File: config.mk
export PLATFORM = sky130hd
export DESIGN_NAME = i2c_responder
export DESIGN_NICKNAME = d
export VERILOG_FILES = /design/src/rtl/i2c_responder.sv
export SDC_FILE = /design/constraint.sdc
export NUM_CORES = 1
export LEC_CHECK = 0
export CORE_MARGIN = 5
export CORE_UTILIZATION = 55
export DETAILED_ROUTE_END_ITERATION = 7
export GPL_TIMING_DRIVEN = 0
export PLACE_DENSITY = 0.88
export SLEW_MARGIN = 20
export SYNTH_ARGS = -nofsm -noshare
export SYNTH_HDL_FRONTEND = slang
export SYNTH_SLANG_ARGS = --single-unit
export TNS_END_PERCENT = 50
File: constraint.sdc
create_clock -name i_clk -period 3.04 [get_ports i_clk]
set_input_delay 0.608 -clock i_clk [delete_from_list [all_inputs] [get_ports i_clk]]
set_output_delay 0.608 -clock i_clk [all_outputs]
set_load 0.02 [all_outputs]
File: src/rtl/i2c_responder.sv
// I2C write-only register target: address byte, index/data-MSB byte, data-LSB byte.
// Commits a 9-bit write into a flat register file; index 7'h0F clears every register.
module i2c_responder #(
    parameter logic [6:0] P_DEV_ADDR = 7'h1A,
    parameter int         P_NUM_REGS = 10
) (
    input  logic                    i_clk,
    input  logic                    i_rst_n,
    input  logic                    i_scl,
    input  logic                    i_sda,
    output logic                    o_sda_oe,
    output logic                    o_wr_valid,
    output logic [6:0]              o_wr_addr,
    output logic [8:0]              o_wr_data,
    output logic [9*P_NUM_REGS-1:0] o_regs,
    output logic                    o_err,
    output logic                    o_busy,
    output logic [4:0]              o_wr_cnt,
    output logic [2:0]              o_dbg_state
);

    typedef enum logic [2:0] {
        S_IDLE, S_ADDR, S_ACK_A, S_BYTE1, S_ACK_1, S_BYTE2, S_ACK_2, S_WAIT_STOP
    } state_t;

    localparam logic [6:0] CLEAR_IDX = 7'h0F;

    logic scl_meta, scl_q, scl_d;
    logic sda_meta, sda_q, sda_d;

    // Synchronizer stages preset high so reset never looks like a bus edge.
    always_ff @(posedge i_clk or negedge i_rst_n) begin
        if (!i_rst_n) begin
            scl_meta <= 1'b1;
            scl_q    <= 1'b1;
            scl_d    <= 1'b1;
            sda_meta <= 1'b1;
            sda_q    <= 1'b1;
            sda_d    <= 1'b1;
        end else begin
            scl_meta <= i_scl;
            scl_q    <= scl_meta;
            scl_d    <= scl_q;
            sda_meta <= i_sda;
            sda_q    <= sda_meta;
            sda_d    <= sda_q;
        end
    end

    logic start_det, stop_det, scl_rise, scl_fall;
    assign start_det = scl_q & scl_d & sda_d & ~sda_q;
    assign stop_det  = scl_q & scl_d & ~sda_d & sda_q;
    assign scl_rise  = ~scl_d & scl_q;
    assign scl_fall  = scl_d & ~scl_q;

    state_t      state_q, state_nxt;
    logic [3:0]  bit_cnt_q, bit_cnt_nxt;
    logic [7:0]  shift_q, shift_nxt;
    logic [6:0]  idx_q, idx_nxt;
    logic        d8_q, d8_nxt;
    logic        sda_oe_q, sda_oe_nxt;
    logic        commit;

    always_ff @(posedge i_clk or negedge i_rst_n) begin
        if (!i_rst_n) begin
            state_q   <= S_IDLE;
            bit_cnt_q <= 4'd0;
            shift_q   <= 8'd0;
            idx_q     <= 7'd0;
            d8_q      <= 1'b0;
            sda_oe_q  <= 1'b0;
        end else begin
            state_q   <= state_nxt;
            bit_cnt_q <= bit_cnt_nxt;
            shift_q   <= shift_nxt;
            idx_q     <= idx_nxt;
            d8_q      <= d8_nxt;
            sda_oe_q  <= sda_oe_nxt;
        end
    end

    always_comb begin
        state_nxt   = state_q;
        bit_cnt_nxt = bit_cnt_q;
        shift_nxt   = shift_q;
        idx_nxt     = idx_q;
        d8_nxt      = d8_q;
        sda_oe_nxt  = sda_oe_q;
        commit      = 1'b0;
        if (start_det) begin
            state_nxt   = S_ADDR;
            bit_cnt_nxt = 4'd0;
            sda_oe_nxt  = 1'b0;
        end else if (stop_det) begin
            state_nxt   = S_IDLE;
            bit_cnt_nxt = 4'd0;
            sda_oe_nxt  = 1'b0;
        end else begin
            case (state_q)
                S_ADDR, S_BYTE1, S_BYTE2: begin
                    if (scl_rise && bit_cnt_q != 4'd8) begin
                        shift_nxt   = {shift_q[6:0], sda_q};
                        bit_cnt_nxt = bit_cnt_q + 4'd1;
                    end else if (scl_fall && bit_cnt_q == 4'd8) begin
                        // The fall ending bit 8 starts the ACK slot.
                        bit_cnt_nxt = 4'd0;
                        case (state_q)
                            S_ADDR: begin
                                if (shift_q[7:1] == P_DEV_ADDR && !shift_q[0]) begin
                                    state_nxt  = S_ACK_A;
                                    sda_oe_nxt = 1'b1;
                                end else begin
                                    state_nxt  = S_WAIT_STOP;
                                end
                            end
                            S_BYTE1: begin
                                idx_nxt    = shift_q[7:1];
                                d8_nxt     = shift_q[0];
                                state_nxt  = S_ACK_1;
                                sda_oe_nxt = 1'b1;
                            end
                            default: begin
                                state_nxt  = S_ACK_2;
                                sda_oe_nxt = 1'b1;
                                commit     = 1'b1;
                            end
                        endcase
                    end
                end
                S_ACK_A, S_ACK_1, S_ACK_2: begin
                    if (scl_fall) begin
                        sda_oe_nxt = 1'b0;
                        case (state_q)
                            S_ACK_A: state_nxt = S_BYTE1;
                            S_ACK_1: state_nxt = S_BYTE2;
                            default: state_nxt = S_WAIT_STOP;
                        endcase
                    end
                end
                default: ;
            endcase
        end
    end

    logic [8:0] regs_q [P_NUM_REGS];

    always_ff @(posedge i_clk or negedge i_rst_n) begin
        if (!i_rst_n) begin
            o_wr_valid <= 1'b0;
            o_err      <= 1'b0;
            o_wr_addr  <= 7'd0;
            o_wr_data  <= 9'd0;
            o_wr_cnt   <= 5'd0;
            for (int n = 0; n < P_NUM_REGS; n++) regs_q[n] <= 9'd0;
        end else begin
            o_wr_valid <= 1'b0;
            o_err      <= 1'b0;
            if (commit) begin
                if (idx_q == CLEAR_IDX || {25'd0, idx_q} < 32'(P_NUM_REGS)) begin
                    o_wr_valid <= 1'b1;
                    o_wr_addr  <= idx_q;
                    o_wr_data  <= {d8_q, shift_q};
                    if (o_wr_cnt != 5'd31) o_wr_cnt <= o_wr_cnt + 5'd1;
                    for (int n = 0; n < P_NUM_REGS; n++) begin
                        if (idx_q == CLEAR_IDX) regs_q[n] <= 9'd0;
                        else if (idx_q == 7'(n)) regs_q[n] <= {d8_q, shift_q};
                    end
                end else begin
                    o_err <= 1'b1;
                end
            end
        end
    end

    for (genvar g = 0; g < P_NUM_REGS; g++) begin : g_flat
        assign o_regs[9*g +: 9] = regs_q[g];
    end

    assign o_sda_oe    = sda_oe_q;
    assign o_busy      = (state_q != S_IDLE);
    assign o_dbg_state = state_q;

endmodule

# Word-level counts from Yosys, hierarchy flattened
# Index checks and enable logic that the tools add are counted.
[totals]
wordCells = 160
regBits = 143
output_inout_bits = 118
[op_classes]
n_bitwise = 14
muxes = 52
reduce_logical = 40
magnitude_cmp = 1
n_addsub = 2
n_eq_ne = 24
[ops]
columns = ["cell", "count"]
rows = [
  ["9-bit 2-to-1 mux", 20],
  ["3-bit AND reduction", 11],
  ["7-bit by 3-bit equality test with 1-bit output (second input constant)", 4],
  ["7-bit by 4-bit equality test with 1-bit output (second input constant)", 3],
  ["4-bit 2-to-1 mux", 5],
  ["2-bit nonzero test", 10],
  ["3-bit 2-to-1 mux", 6],
  ["3-bit one-hot mux with 2 select lines", 3],
  ["1-bit 2-to-1 mux", 17],
  ["4-bit inequality test (second input constant)", 4],
  ["7-bit by 2-bit equality test with 1-bit output (second input constant)", 2],
  ["5-bit inequality test (second input constant)", 2],
  ["3-bit equality test (second input constant)", 3],
  ["4-bit AND reduction", 2],
  ["4-bit nonzero test", 2],
  ["1-bit AND", 7],
  ["7-bit by 1-bit equality test with 1-bit output (second input constant)", 1],
  ["7-bit by 5-bit equality test with 1-bit output (second input constant)", 1],
  ["7-bit zero test", 1],
  ["7-bit by 4-bit less-than comparator with 1-bit output (second input constant)", 1],
  ["1-bit NOT", 7],
  ["3-bit by 2-bit equality test with 1-bit output (second input constant)", 2],
  ["6-bit AND reduction", 1],
  ["3-bit nonzero test", 2],
  ["other kinds (12)", 16],
]

# Logic depth before layout (Yosys ltp)
[logic_depth]
word_depth = 9
mapped_depth = 8

# Worst setup path after synthesis
# Ideal clock, no wire load.
[synth_path]
kind = "register -> register"
from = "reg state_q[0] (netlist: o_dbg_state[0])"
to = "reg regs_q, in the netlist o_regs[54]"
required_time_ps = 2915
period_less_slack_ps = 1906
slack_ps = 1134
path_stages_with_launch = 7
path_buffers = 2
arrival_ps = 1782
path_cell_list = "dfrtp_1 clkbuf_2 and3b_2 nand4_4 or3_1 buf_6 mux2_2"
[synth_via]
elab_chain_cells = 9
[synth_rtl]
columns = ["item", "line", "rtl"]
rows = [
  ["start: declaration", "56", "state_t state_q, state_nxt;"],
  ["start signal: assignment", "73", "state_q <= state_nxt;"],
  ["3-bit by 1-bit equality test with 1-bit output or 3-bit by 2-bit equality test with 1-bit output (tied branches)", "99, 107", ""],
  ["2-bit OR reduction (no line)", "n/a", ""],
  ["1-bit 2-to-1 mux", "107", "case (state_q)"],
  ["1-bit 2-to-1 mux", "104", "end else if (scl_fall && bit_cnt_q == 4'd8) begin"],
  ["1-bit 2-to-1 mux", "101", "if (scl_rise && bit_cnt_q != 4'd8) begin"],
  ["1-bit 2-to-1 mux *", "99", "case (state_q)"],
  ["1-bit 2-to-1 mux *", "94", "end else if (stop_det) begin"],
  ["1-bit 2-to-1 mux *", "90", "if (start_det) begin"],
  ["3-bit AND reduction (no line) *", "n/a", ""],
  ["end signal: indexed assignment", "166", "else if (idx_q == 7'(n)) regs_q[n] <= {d8_q, shift_q};"],
  ["end: declaration", "145", "logic [8:0] regs_q [P_NUM_REGS];"],
]
# Every way passes the cells marked *; elsewhere a longest branch is shown, timed or not.
# A chain may end at the register's enable or synchronous reset.

# Worst setup path after layout
[layout_path]
from = "reg state_q[1] (netlist: o_dbg_state[1])"
to = "out o_busy"
[layout_via]
elab_chain_cells = 1
[layout_rtl]
columns = ["item", "line", "rtl"]
rows = [
  ["3-bit nonzero test", "180", "assign o_busy = (state_q != S_IDLE);"],
  ["end: declaration", "17", "output logic o_busy,"],
]
# Every way passes these cells.

==> impl_results.md <==
- # H-tree levels: 4
- Ys flop type: dfrtp_1
- Crit Path Category: reg2out
- Startpoint class of the critical path: flop
- Die Span Y: ~110 um
- Clk network pwr share: 48.2%
- Final ANT Viol Nets: 0
- Sequential Power Share: between 40 and 50%
- Proportion of layout cells with a drive suffix above 1: a little under a quarter
- Worst Path Max Fanout: 8
- Crit path capture type: primary output
- Sw Share: about a quarter
- R2R depth: 6
- First-pass iteration count of the detailed router: 5
- Core area: approximately 10000 um2
- Routed via count: 4573
- CTS tree: built
- Tot Pwr: 4.55 mW
- Root Driver: clkbuf_8
- Synthesized area: 5930 um2
- Final WL: 16.1 mm
- Synth cell types: 55
- Post-Syn Nets: 472
- P_leak: ~3.6 nW
- Hold-fix buffers at CTS: 0
- Layout Nets: 613
- Port buffer count: approximately 120
- Hold Path Class: in2async
- Post-synth EDFFs: 0
- Worst vdd ir: 386 uV
- Status: finished clean
- All-Layer GR Usage: 25.6%
- Final Non-Filler Cells: 754
- #FFs+latches synth: around 140
- DP Cell Count: 722
- Area of the multi-input gates: around 2200 um2
- Drt drc: 0
- Detailed placement HPWL: just over 10 mm
- Vias/cell: roughly 6.1
- Final hold slack: 0.0327 ns
- Area growth, synth to finish: 34.4%
- Worst EP arrival: between 2 and 2.5 ns
- Gpl congestion: 0.865
- Number of global-route vias before repair: between 4000 and 5000
- Endpoints failing setup: 0
- Die Width: 114 um
- PD cells: 572 nW/um2
- Slew @ Worst Pin: 0.686 ns
- Post-CTS sizing: 0
- Buffer depth of the longest clock path: 2
- Setup Fix Bufs, Post-CTS: 0
- Ys async rst share: between 90% and 100%
- Ant diodes: 0
- Clock Skews: 0.00818 ns
- Comb pwr share: under 10%
- RSZ-0062 raised after global routing: false
- Max_slew headroom: 54.0%
- Final Max Slew Viols: 0
- Synth Area per Inst: 12.8 um2
- Post-layout util: between 70% and 80%
- Int Power: 3.42 mW
- Die ar.: 12900 um2
- Synth Warn #: 0
- Num Clock Sinks: 143
- Largest net degree at the start of global routing: 75
- DR iter-0 viols: 353
- Routed len/inst: 21.3 um
- Sequential-to-total area share from yosys stat: 60.5%
- Net switching power: 1.14 mW
- First-pass GRT wire length: 25.4 mm
- Final Critical Period: between 2 and 3 ns
- Period utilization: 86.8%
- Initial Utilization: 56.9%
- Gate Count Post-Synth: 464
- Inserted Clock Buffers: 17
- Row cnt: 37
- Worst-path clk slew: 0.06 ns
- CP required: 2.43 ns
- # IOs: 122
- Commonest non-fill, non-tap cell in the layout: dfrtp_1
- Commonest non-fill, non-tap cells in the layout: dfrtp_1 (137), clkdlybuf4s50_1 (120), o21ai_0 (96)
- Highest clock rate: 0.379 GHz
- FF/Latch Area: 3590 um2
- Final hold violations: 0
- Total congestion overflow: 0
- Max Cap Violations: 0
- Initial antenna violation count: 0
- Worst skew pair latency: 0.53 ns
- Fillers: approximately 630
-- routing by layer --
layer,GRT usage [%],vias to the layer above,part of all wire (%)
met3,7.11,70,7.2
met4,9.74,0,3.6
met1,31.0,2294,38
met2,43.7,253,51
li1,-,1956,-
met5,0,-,0
-- cells in the mapped netlist, types with 6 or more instances --
cell type  number  area share [%]
and3_1          6            0.63
nand2_1        17             1.1
nor3_1          7            0.59
mux2_2         76              14
inv_1           8            0.51
dfstp_2         6             2.7
nand3_1         8            0.68
clkbuf_1       11            0.70
and2_1          9            0.95
buf_2           6            0.51
o21ai_0        96             8.1
dfrtp_1       137              58
-- power by group through the flow --
stage,clock network [mW],logic (mW),registers [mW]
floorplan,0,0.181,2.03
global placement,0,0.302,2.05
detailed placement,0,0.326,2.05
CTS,2.20,0.340,2.02
global route,2.30,0.377,2.02
finish,2.19,0.343,2.02
-- path summary, 6_finish.rpt --
check	start	to	slack, ns
hold / removal	i_rst_n	o_wr_data[6]	0.03
hold reg to reg	sda_meta	sda_q	0.36
min in group i_clk	sda_meta	sda_q	0.36
setup reg to reg	bit_cnt_q[0]	o_regs[17]	0.63
setup / recovery	o_dbg_state[1]	o_busy	0.40
max in group asynchronous	i_rst_n	o_regs[33]	2.29
-- final cells by class --
class                      count  area share [%]
sequential                   143            45.0
multi-input combinational    291            27.6
timing repair buffer         122            15.6
clock buffer                  18            5.25
clock inverter                14            2.58
tap                          136            2.14
buffer                        22            1.43
inverter                       8           0.377
-- critical path, cell delays in order (launching register included) --
cell	delay (ns)
dfrtp_1	0.34
clkbuf_1	0.31
nor2_1	0.13
nand2_1	0.12
clkdlybuf4s50_1	0.61
-- registers in the layout, summed over array words and instances, names as in the netlist --
name / cells
bit_cnt_q: 4
d8_q: 1
idx_q: 7
o_dbg_state: 3
o_err: 1
o_regs: 90
o_sda_oe: 1
o_wr_addr: 7
o_wr_cnt: 5
o_wr_data: 9
o_wr_valid: 1
scl_d: 1
scl_meta: 1
scl_q: 1
sda_d: 1
sda_meta: 1
sda_q: 1
shift_q: 8
-- kinds of logic after synthesis --
family                   count (synthesis)  synth area share, %
adder cells (fa/ha/maj)                  4                0.845
multiplexers                            78                 14.8
flip-flops                             143                 60.5
XOR/XNOR                                 7                 1.03
buffers and inverters                   30                 2.43
AND/OR/NAND/NOR                         91                 10.3
AO/OA/AOI/OAI                          111                 10.1
-- per-stage QoR --
step	setup WS, ns	setup TNS, ns	instance area, um2
after floorplan	1.13	0	5930
after global routing	0.322	0	7960
after detailed placement	0.735	0	7340
after global placement	-3.84	-537.96	7310
after CTS	0.397	0	7960
final	0.403	0	7960
Note: power is estimated with default switching activity, not from simulation.
